<file path="src/rtl/cla_pkg.sv">
// Shared definitions for look_ahead16bit-based blocks.
//   CHUNK_W : datapath width of one look_ahead16bit pass
//   st_t    : sequencer state encoding (IDLE / RUN / DONE)
//   idx_w   : index counter width helper, never narrower than 1 bit
package cla_pkg;

  localparam int CHUNK_W = 16;

  typedef enum logic [1:0] {
    IDLE = 2'd0,
    RUN  = 2'd1,
    DONE = 2'd2
  } st_t;

  function automatic int idx_w(input int chunks);
    return (chunks > 1) ? $clog2(chunks) : 1;
  endfunction

endpackage

</file>
<file path="src/rtl/cla_chunk_add_seq_look_ahead16bit.sv">
// look_ahead16bit: combinational 16-bit carry-lookahead adder.
// Two-level lookahead: four 4-bit groups produce group generate/propagate,
// and a second level derives the carry into each group directly from cin.
// Ports:
//   a, b  in  16  operands
//   cin   in  1   carry-in
//   s     out 16  sum
//   cout  out 1   carry-out
module look_ahead16bit
  import cla_pkg::*;
(
  input  logic [CHUNK_W-1:0] a,
  input  logic [CHUNK_W-1:0] b,
  input  logic               cin,
  output logic [CHUNK_W-1:0] s,
  output logic               cout
);

  logic [15:0] g;
  logic [15:0] p;
  logic [15:0] c;
  logic [3:0]  gg;
  logic [3:0]  pg;
  logic [3:0]  cg;

  always_comb begin
    g    = a & b;
    p    = a ^ b;
    gg   = '0;
    pg   = '0;
    cg   = '0;
    c    = '0;
    cout = 1'b0;

    for (int unsigned k = 0; k < 4; k++) begin
      gg[k] = g[4*k+3]
            | (p[4*k+3] & g[4*k+2])
            | (p[4*k+3] & p[4*k+2] & g[4*k+1])
            | (p[4*k+3] & p[4*k+2] & p[4*k+1] & g[4*k]);
      pg[k] = p[4*k+3] & p[4*k+2] & p[4*k+1] & p[4*k];
    end

    cg[0] = cin;
    cg[1] = gg[0] | (pg[0] & cin);
    cg[2] = gg[1] | (pg[1] & gg[0]) | (pg[1] & pg[0] & cin);
    cg[3] = gg[2] | (pg[2] & gg[1]) | (pg[2] & pg[1] & gg[0])
          | (pg[2] & pg[1] & pg[0] & cin);
    cout  = gg[3] | (pg[3] & gg[2]) | (pg[3] & pg[2] & gg[1])
          | (pg[3] & pg[2] & pg[1] & gg[0])
          | (pg[3] & pg[2] & pg[1] & pg[0] & cin);

    for (int unsigned k = 0; k < 4; k++) begin
      c[4*k]   = cg[k];
      c[4*k+1] = g[4*k] | (p[4*k] & cg[k]);
      c[4*k+2] = g[4*k+1] | (p[4*k+1] & g[4*k]) | (p[4*k+1] & p[4*k] & cg[k]);
      c[4*k+3] = g[4*k+2] | (p[4*k+2] & g[4*k+1])
               | (p[4*k+2] & p[4*k+1] & g[4*k])
               | (p[4*k+2] & p[4*k+1] & p[4*k] & cg[k]);
    end

    s = p ^ c;
  end

endmodule

</file>
<file path="src/rtl/cla_chunk_add_seq.sv">
// cla_chunk_add_seq: multi-precision adder sequencer.
// Accepts WIDTH-bit operands over in_valid/in_ready, adds them CHUNK_W bits
// per cycle through a single look_ahead16bit (carry held in carry_r between
// chunks), then presents {cout,sum} over out_valid/out_ready.
// Optional macro CLA_SUBTRACT_EN adds the sub port (sum = a - b when set).
// Ports:
//   clk, rst   clock, synchronous active-high reset
//   in_valid   in   operands/cin valid       in_ready   out  can accept
//   a, b       in   WIDTH operands           cin        in   carry-in
//   sub        in   subtract select (CLA_SUBTRACT_EN only)
//   out_valid  out  result valid             out_ready  in   result taken
//   sum        out  WIDTH result             cout       out  top carry-out
module cla_chunk_add_seq
  import cla_pkg::*;
#(
  parameter int WIDTH = 64
) (
  input  logic             clk,
  input  logic             rst,
  input  logic             in_valid,
  output logic             in_ready,
  input  logic [WIDTH-1:0] a,
  input  logic [WIDTH-1:0] b,
  input  logic             cin,
`ifdef CLA_SUBTRACT_EN
  input  logic             sub,
`endif
  output logic             out_valid,
  input  logic             out_ready,
  output logic [WIDTH-1:0] sum,
  output logic             cout
);

  localparam int CHUNKS = WIDTH / CHUNK_W;
  localparam int IDX_W  = idx_w(CHUNKS);
  localparam logic [IDX_W-1:0] LAST_IDX = IDX_W'(CHUNKS - 1);

  st_t              state;
  st_t              state_next;
  logic [IDX_W-1:0] idx;
  logic [WIDTH-1:0] a_r;
  logic [WIDTH-1:0] b_r;
  logic             carry_r;
  logic             accept;

  logic [CHUNK_W-1:0] chunk_a;
  logic [CHUNK_W-1:0] chunk_b;
  logic [CHUNK_W-1:0] chunk_s;
  logic               chunk_cout;

  assign accept  = in_valid && in_ready;
  assign chunk_a = a_r[idx*CHUNK_W +: CHUNK_W];
  assign chunk_b = b_r[idx*CHUNK_W +: CHUNK_W];

  look_ahead16bit u_adder (
    .a    (chunk_a),
    .b    (chunk_b),
    .cin  (carry_r),
    .s    (chunk_s),
    .cout (chunk_cout)
  );

  // State register
  always_ff @(posedge clk) begin
    if (rst) state <= IDLE;
    else     state <= state_next;
  end

  // Next-state logic
  always_comb begin
    state_next = state;
    unique case (state)
      IDLE:    if (accept) state_next = RUN;
      RUN:     if (idx == LAST_IDX) state_next = DONE;
      DONE:    if (out_ready) state_next = IDLE;
      default: state_next = IDLE;
    endcase
  end

  // Handshake outputs; in_ready is masked by rst so nothing is accepted
  // on a reset edge.
  always_comb begin
    in_ready  = (state == IDLE) && !rst;
    out_valid = (state == DONE);
  end

  // Datapath: operand capture, per-chunk sum write-back and carry chaining.
  always_ff @(posedge clk) begin
    if (rst) begin
      idx     <= '0;
      a_r     <= '0;
      b_r     <= '0;
      carry_r <= 1'b0;
      sum     <= '0;
      cout    <= 1'b0;
    end else begin
      unique case (state)
        IDLE: begin
          if (accept) begin
            idx <= '0;
            a_r <= a;
`ifdef CLA_SUBTRACT_EN
            // Two's-complement subtract: invert b and force carry-in to 1.
            b_r     <= sub ? ~b : b;
            carry_r <= sub ? 1'b1 : cin;
`else
            b_r     <= b;
            carry_r <= cin;
`endif
          end
        end
        RUN: begin
          sum[idx*CHUNK_W +: CHUNK_W] <= chunk_s;
          carry_r <= chunk_cout;
          idx     <= idx + 1'b1;
          if (idx == LAST_IDX) cout <= chunk_cout;
        end
        default: ;
      endcase
    end
  end

endmodule

</file>
<file path="config.mk">
export PLATFORM = sky130hd
export DESIGN_NAME = cla_chunk_add_seq
export DESIGN_NICKNAME = d
export VERILOG_FILES = /design/src/rtl/cla_pkg.sv /design/src/rtl/cla_chunk_add_seq_look_ahead16bit.sv /design/src/rtl/cla_chunk_add_seq.sv
export SDC_FILE = /design/constraint.sdc
export NUM_CORES = 1
export LEC_CHECK = 0
export CORE_MARGIN = 2
export CORE_UTILIZATION = 30
export CTS_CLUSTER_DIAMETER = 100
export DETAILED_ROUTE_END_ITERATION = 6
export PLACE_DENSITY_LB_ADDON = 0.25
export SYNTH_ARGS = -nofsm -noshare
export SYNTH_HDL_FRONTEND = slang
export SYNTH_HIERARCHICAL = 1
export SYNTH_SLANG_ARGS = --single-unit
</file>
<file path="constraint.sdc">
create_clock -name clk -period 4.1 [get_ports clk]
set_input_delay 0.82 -clock clk [delete_from_list [all_inputs] [get_ports clk]]
set_output_delay 0.82 -clock clk [all_outputs]
set_load 0.1 [all_outputs]
</file>
======== Word-level counts from Yosys, hierarchy flattened ========
Cells that the tools add are included.
cells by class
  bitwise logic cells ..................... 125
  eq/ne operators ......................... 6
  reduce and logical (&&, ||, !) cells .... 9
  add/sub/neg operators ................... 2
  mux-type cells .......................... 9
  shift-type cells ........................ 4
operator list
  cell                        count
  $shiftx A64 B7 Y16          2
  $and A1 B1 Y1               76
  $bwmux W64                  1
  $shift A16 B34 Y64 const A  1
  $shiftx A16 B34 Y64         1
  $or A1 B1 Y1                46
  $neg A6 Y34                 1
  $xor A16 B16 Y16            2
  $and A16 B16 Y16            1
  $mux W2                     4
  $pmux W2 S3                 1
  $reduce_and A2 Y1           3
  $eq A2 B2 Y1 const B        2
  $ne A2 B2 Y1 const B        2
  $pmux W2 S2                 1
  $reduce_and A3 Y1           1
  $add A2 B1 Y2 const B       1
  $eq A2 B1 Y1 const B        1
  $logic_and A1 B1 Y1         2
  $logic_not A2 Y1            1
  $ne A2 B1 Y1 const B        1
  $pmux W1 S2                 1
  $reduce_bool A2 Y1          1
  $logic_not A1 Y1            1
  $mux W1                     1
storage, ports and cells
  bits in registers ....................... 198

======== Longest topological paths before layout ========
  depth in word-level cells ............... 15
  gate-level depth with buffers ........... 13
  gate-level depth less buffers ........... 11

======== Hierarchy ========
Netlist, hierarchy kept.
modules (own cells, without submodules)
  module             cells each  area an instance (sq um)  seq. area each (sq um)  instances
  cla_chunk_add_seq  821         7722.4                    3963.8                  1
  look_ahead16bit    100         769.5                     0.0                     1

======== Least setup slack after synthesis ========
Ideal clock, no wire load.
  path type ............................... input to output
  start point ............................. input rst
  end point ............................... output in_ready
  arrival time ............................ 3382 ps
  buffers on the path ..................... 3
  stages on the path ...................... 4
  setup slack ............................. -102 ps
  cell sequence ........................... buf_2 -> buf_2 -> clkbuf_1 -> nor3_1
between the ends
  cells in the longest elaborated chain, start to end .. 2
ends and longest elaborated chain
  element              RTL line                 RTL
  from (decl)          cla_chunk_add_seq.sv:19  input logic rst,
  $logic_not A1 Y1     cla_chunk_add_seq.sv:83  in_ready = (state == IDLE) && !rst;
  $logic_and A1 B1 Y1  cla_chunk_add_seq.sv:83
  to (decl)            cla_chunk_add_seq.sv:21  output logic in_ready,
No other way between the ends.

======== Final worst setup path ========
  start point ............................. register idx[0]
  end point ............................... register sum[41]
between the ends
  elaborated cells between the ends (all ways) .. 111
  classes of those cells .................. add/sub: 1; shift: 4; mux: 1; bitwise: 105
RTL lines
  element                                        RTL line                                                                          RTL
  from (decl)                                    cla_chunk_add_seq.sv:40                                                           logic [IDX_W-1:0] idx;
  from (signal assigned)                         cla_chunk_add_seq.sv:115                                                          idx <= idx + 1'b1;
  $shiftx A64 B7 Y16 *                           cla_chunk_add_seq.sv:52                                                           assign chunk_a = a_r[idx*CHUNK_W +: CHUNK_W];
  via chunk_a[7]                                 cla_chunk_add_seq.sv:46                                                           logic [CHUNK_W-1:0] chunk_a;
  $xor A16 B16 Y16                               cla_chunk_add_seq_look_ahead16bit.sv:28                                           p = a ^ b;
  $and A1 B1 Y1, on equally long branches        -
  $or A1 B1 Y1 (tied with other cells)           cla_chunk_add_seq_look_ahead16bit.sv:37                                           | (p[4*k+3] & g[4*k+2])
  $or A1 B1 Y1 (tied with other cells)           cla_chunk_add_seq_look_ahead16bit.sv:38                                           | (p[4*k+3] & p[4*k+2] & g[4*k+1])
  $or A1 B1 Y1 or $and A1 B1 Y1 (tied branches)  cla_chunk_add_seq_look_ahead16bit.sv:39, cla_chunk_add_seq_look_ahead16bit.sv:45
  $or A1 B1 Y1 or $and A1 B1 Y1 (tied branches)  cla_chunk_add_seq_look_ahead16bit.sv:45                                           cg[2] = gg[1] | (pg[1] & gg[0]) | (pg[1] & pg[0] & cin);
  $or A1 B1 Y1 *                                 cla_chunk_add_seq_look_ahead16bit.sv:45
  $and A1 B1 Y1 *                                cla_chunk_add_seq_look_ahead16bit.sv:54                                           c[4*k+1] = g[4*k] | (p[4*k] & cg[k]);
  $or A1 B1 Y1 *                                 cla_chunk_add_seq_look_ahead16bit.sv:54
  $xor A16 B16 Y16 *                             cla_chunk_add_seq_look_ahead16bit.sv:61                                           s = p ^ c;
  via chunk_s[9]                                 cla_chunk_add_seq.sv:48                                                           logic [CHUNK_W-1:0] chunk_s;
  $shiftx A16 B34 Y64 *                          cla_chunk_add_seq.sv:113                                                          sum[idx*CHUNK_W +: CHUNK_W] <= chunk_s;
  $bwmux W64 *                                   cla_chunk_add_seq.sv:113
  to (signal, indexed assignment)                cla_chunk_add_seq.sv:113
  to (decl)                                      cla_chunk_add_seq.sv:30                                                           output logic [WIDTH-1:0] sum,
The timed path passes the listed nets; every way through them passes the cells marked *.
A chain may end at the register's enable or synchronous reset.

==> reports/metrics.cfg <==
[global_routing]
grt_antenna_before_repair = 0
grt_first_pass_wirelength_mm = 38.1
grt_start_max_net_pins = 101
grt.overflow.total = 0
grt_util_all_layers_pct = 17.1
first_global_vias = 6723

[timing]
final-max-slew-violation-count = 0
worst_pin_slew_ns = 1.08
max-slew-margin-rel_pct = 27.5
final.setup.tns_ns = 0
setup_viol_count_final = 0
finalClockSkew_ns = 0.0148
fmax_mhz = 272
period_needed_ns = 3.67
rsz0062_at_grt = false
share_of_the_clock_period_used_by_the_worst_path_after_layout_pct = 89.5
hold_viol = 0
setup_slack_ns = 0.430

[run_status]
outcome = finished, final reports clean

[floorplan]
dieHeight_um = 172
die_x_um = 172
floorplan.io_pins = 200
initial_utilization_pct = 30.5
core_area_um2 = 27900
fp.dieArea_um2 = 29700
placementRows = 61

[yosys]
netlist_area_um2 = 8490
netlist-cell-type-count = 51
synth_async_sr_flop_share_pct = 0
syn_inst = 921
yosys-top-cells-count = nand2_1 (268), dfxtp_1 (198), a21oi_1 (141)
synth_area_leader_cell = dfxtp_1
yosysTopAreaCellShare_pct = 46.7
edff_count_synth = 0
post_synthesis_sequential_area_ratio_pct = 46.7
dominant_register_cell_in_the_synthesized_netlist = dfxtp_1
synth_top_cells_by_area = dfxtp_1 (47%), nand2_1 (12%), mux4_2 (8.5%)
synth.most_common_cell = nand2_1
synth.net_count = 1079
synthesis.area_per_instance_um2 = 9.22
yosysWarnings = 6
synth-seq-cells = 198

[placement]
place_congestion = 0.836
placement.setup.worst_slack_ns = 0.438
io_buffers = 199
total_half_perimeter_wirelength_after_legalization_and_detailed_placement_mm = 18.7

[worst_setup_path]
cp.required_ns = 4.43
cp-end-kind = register
critPathTopFamily = adder cells
reg2reg_depth = 10
critical_path.cell_chain = buf_4 > mux4_2 > ha_1 > a21oi_1 > o21ai_0 > or2_2 > fa_1 > xor2_1 > nor2b_1 > a22o_1
crit_path_start_kind = register
cp_slowest_cell = dfxtp_2
timing_worst_setup_path_type = register to register
max_stage_delay_ns = 0.62
critical_path_depth = 10
crit_arrival_ns = 4.00
path_buf_inv = 1
path_max_fanout = 14

[route]
1st_pass_router_iterations = 5
drt_wl_total_mm = 25.3
detail-route-antenna-nets = 0
detailedRoute.firstIterationViolations = 563
detail_route.wl_per_cell_um = 17.1
detail_route.vias_per_cell = 4.80
routed-via-count = 7111
drcViolationCount = 0

[pwr]
power_per_cell_area_nw_per_um2 = 383
power_leakage_nw = 4.14
irDropWorstVdd_mv = 0.273

[clock_network]
clkLatencyLatePin_ns = 0.44
cts-root-buf = clkbuf_16
cts-root-to-sink-buffers = 2
ctsResizeCount = 0
clock_tree_from_tritoncts = yes
htree_num_levels = 4
clkSinkCount = 198
post_cts_buffers = 0
worst_setup_hold_path_clk_slew_ns = 0.07
cts-buffers-inserted = 17
cts_hold_buffers = 0

[hold_path]
holdCritPathClass = register to register
holdPathStages = 2

[final_layout]
postLayoutCoreUtil_pct = 40.8
post_route_cells_drive_above_1_share_pct = 8.71
areaGrowthSynthToFinish_pct = 33.8
number_of_nets_in_the_final_layout = 1247
insertedDiodeCount = 0

[run]
number_of_maximum_capacitance_violations = 0

## metrics by stage
step	power, mW	hold WS, ns	cell area (um^2)	std cells
after floorplan	2.39	0.433	8500	921
after global placement	2.62	0.441	10700	1448
after detailed placement	2.63	0.444	10700	1448
after CTS	4.38	0.457	11400	1480
after global routing	4.51	0.473	11400	1480
final	4.35	0.454	11400	1480
## state kept, by name, indices dropped and copies added, names as in the netlist
register / count
a_r: 64
b_r: 64
sum: 64
idx: 2
state: 2
carry_r: 1
cout: 1
## per-layer routing
layer	wire length (um)	track usage (%)	up-vias
met3	1340	3.59	18
met2	11900	27.4	194
met1	11900	23.4	3370
met5	0	0	-
li1	-	-	3529
met4	255	4.46	0
## worst paths after layout
kind / from / endpoint / slack, ns
worst min-delay path: a_r[29] / a_r[29] / 0.45
worst min register to register: a_r[29] / a_r[29] / 0.45
worst max-delay path: idx[0] / sum[41] / 0.43
worst max register to register: idx[0] / sum[41] / 0.43
## cells in the final DEF (no fill, tap or decap), types with 4 or more instances in the layout
master / count
dfxtp_1: 196
mux4_2: 32
buf_4: 17
nor2_1: 13
xnor2_1: 4
nor2b_1: 20
clkbuf_16: 17
a21oi_2: 4
xor2_1: 4
fa_1: 4
nand2_1: 268
a22o_1: 48
clkdlybuf4s50_1: 197
nand2b_1: 9
a21oi_1: 141
clkinv_4: 4
nand3_1: 8
nor3_1: 4
o2bb2ai_1: 16
inv_1: 20
ha_1: 21
## power breakdown
| group | switching [mW] | leakage [nW] | internal (mW) |
|---|---|---|---|
| combinational | 0.294 | 2.23 | 0.255 |
| clock | 0.787 | 0.300 | 0.979 |
| sequential | 0.0469 | 1.61 | 1.98 |
## cell type report
cell class,instances,area [um^2]
fillers,2785,16500
multi-input cells,637,4110
clock inverters,14,191
clock buffers,18,429
repair buffers,215,2120
inverters,20,75.1
flip-flops and latches,198,3970
well taps,378,473
## worst min-delay path: stages, from the launching register on
cell	delay [ns]
dfxtp_1	0.31
nand2_1	0.05
a21oi_1	0.05
## logic make-up (layout without fill, tap and decap cells)
| logic type | Yosys count | count (layout) | synth area share (%) |
|---|---|---|---|
| AOI/OAI and AO/OA | 231 | 231 | 17.4 |
| xor gates and xnor gates | 8 | 8 | 0.825 |
| adders and majority gates | 25 | 25 | 4.04 |
| buffers and inverters | 86 | 267 | 5.19 |
| DFF | 198 | 198 | 46.7 |
| muxes | 33 | 33 | 8.60 |
| and+or+nand+nor | 340 | 340 | 17.2 |
(Power assumes the default switching activity.)
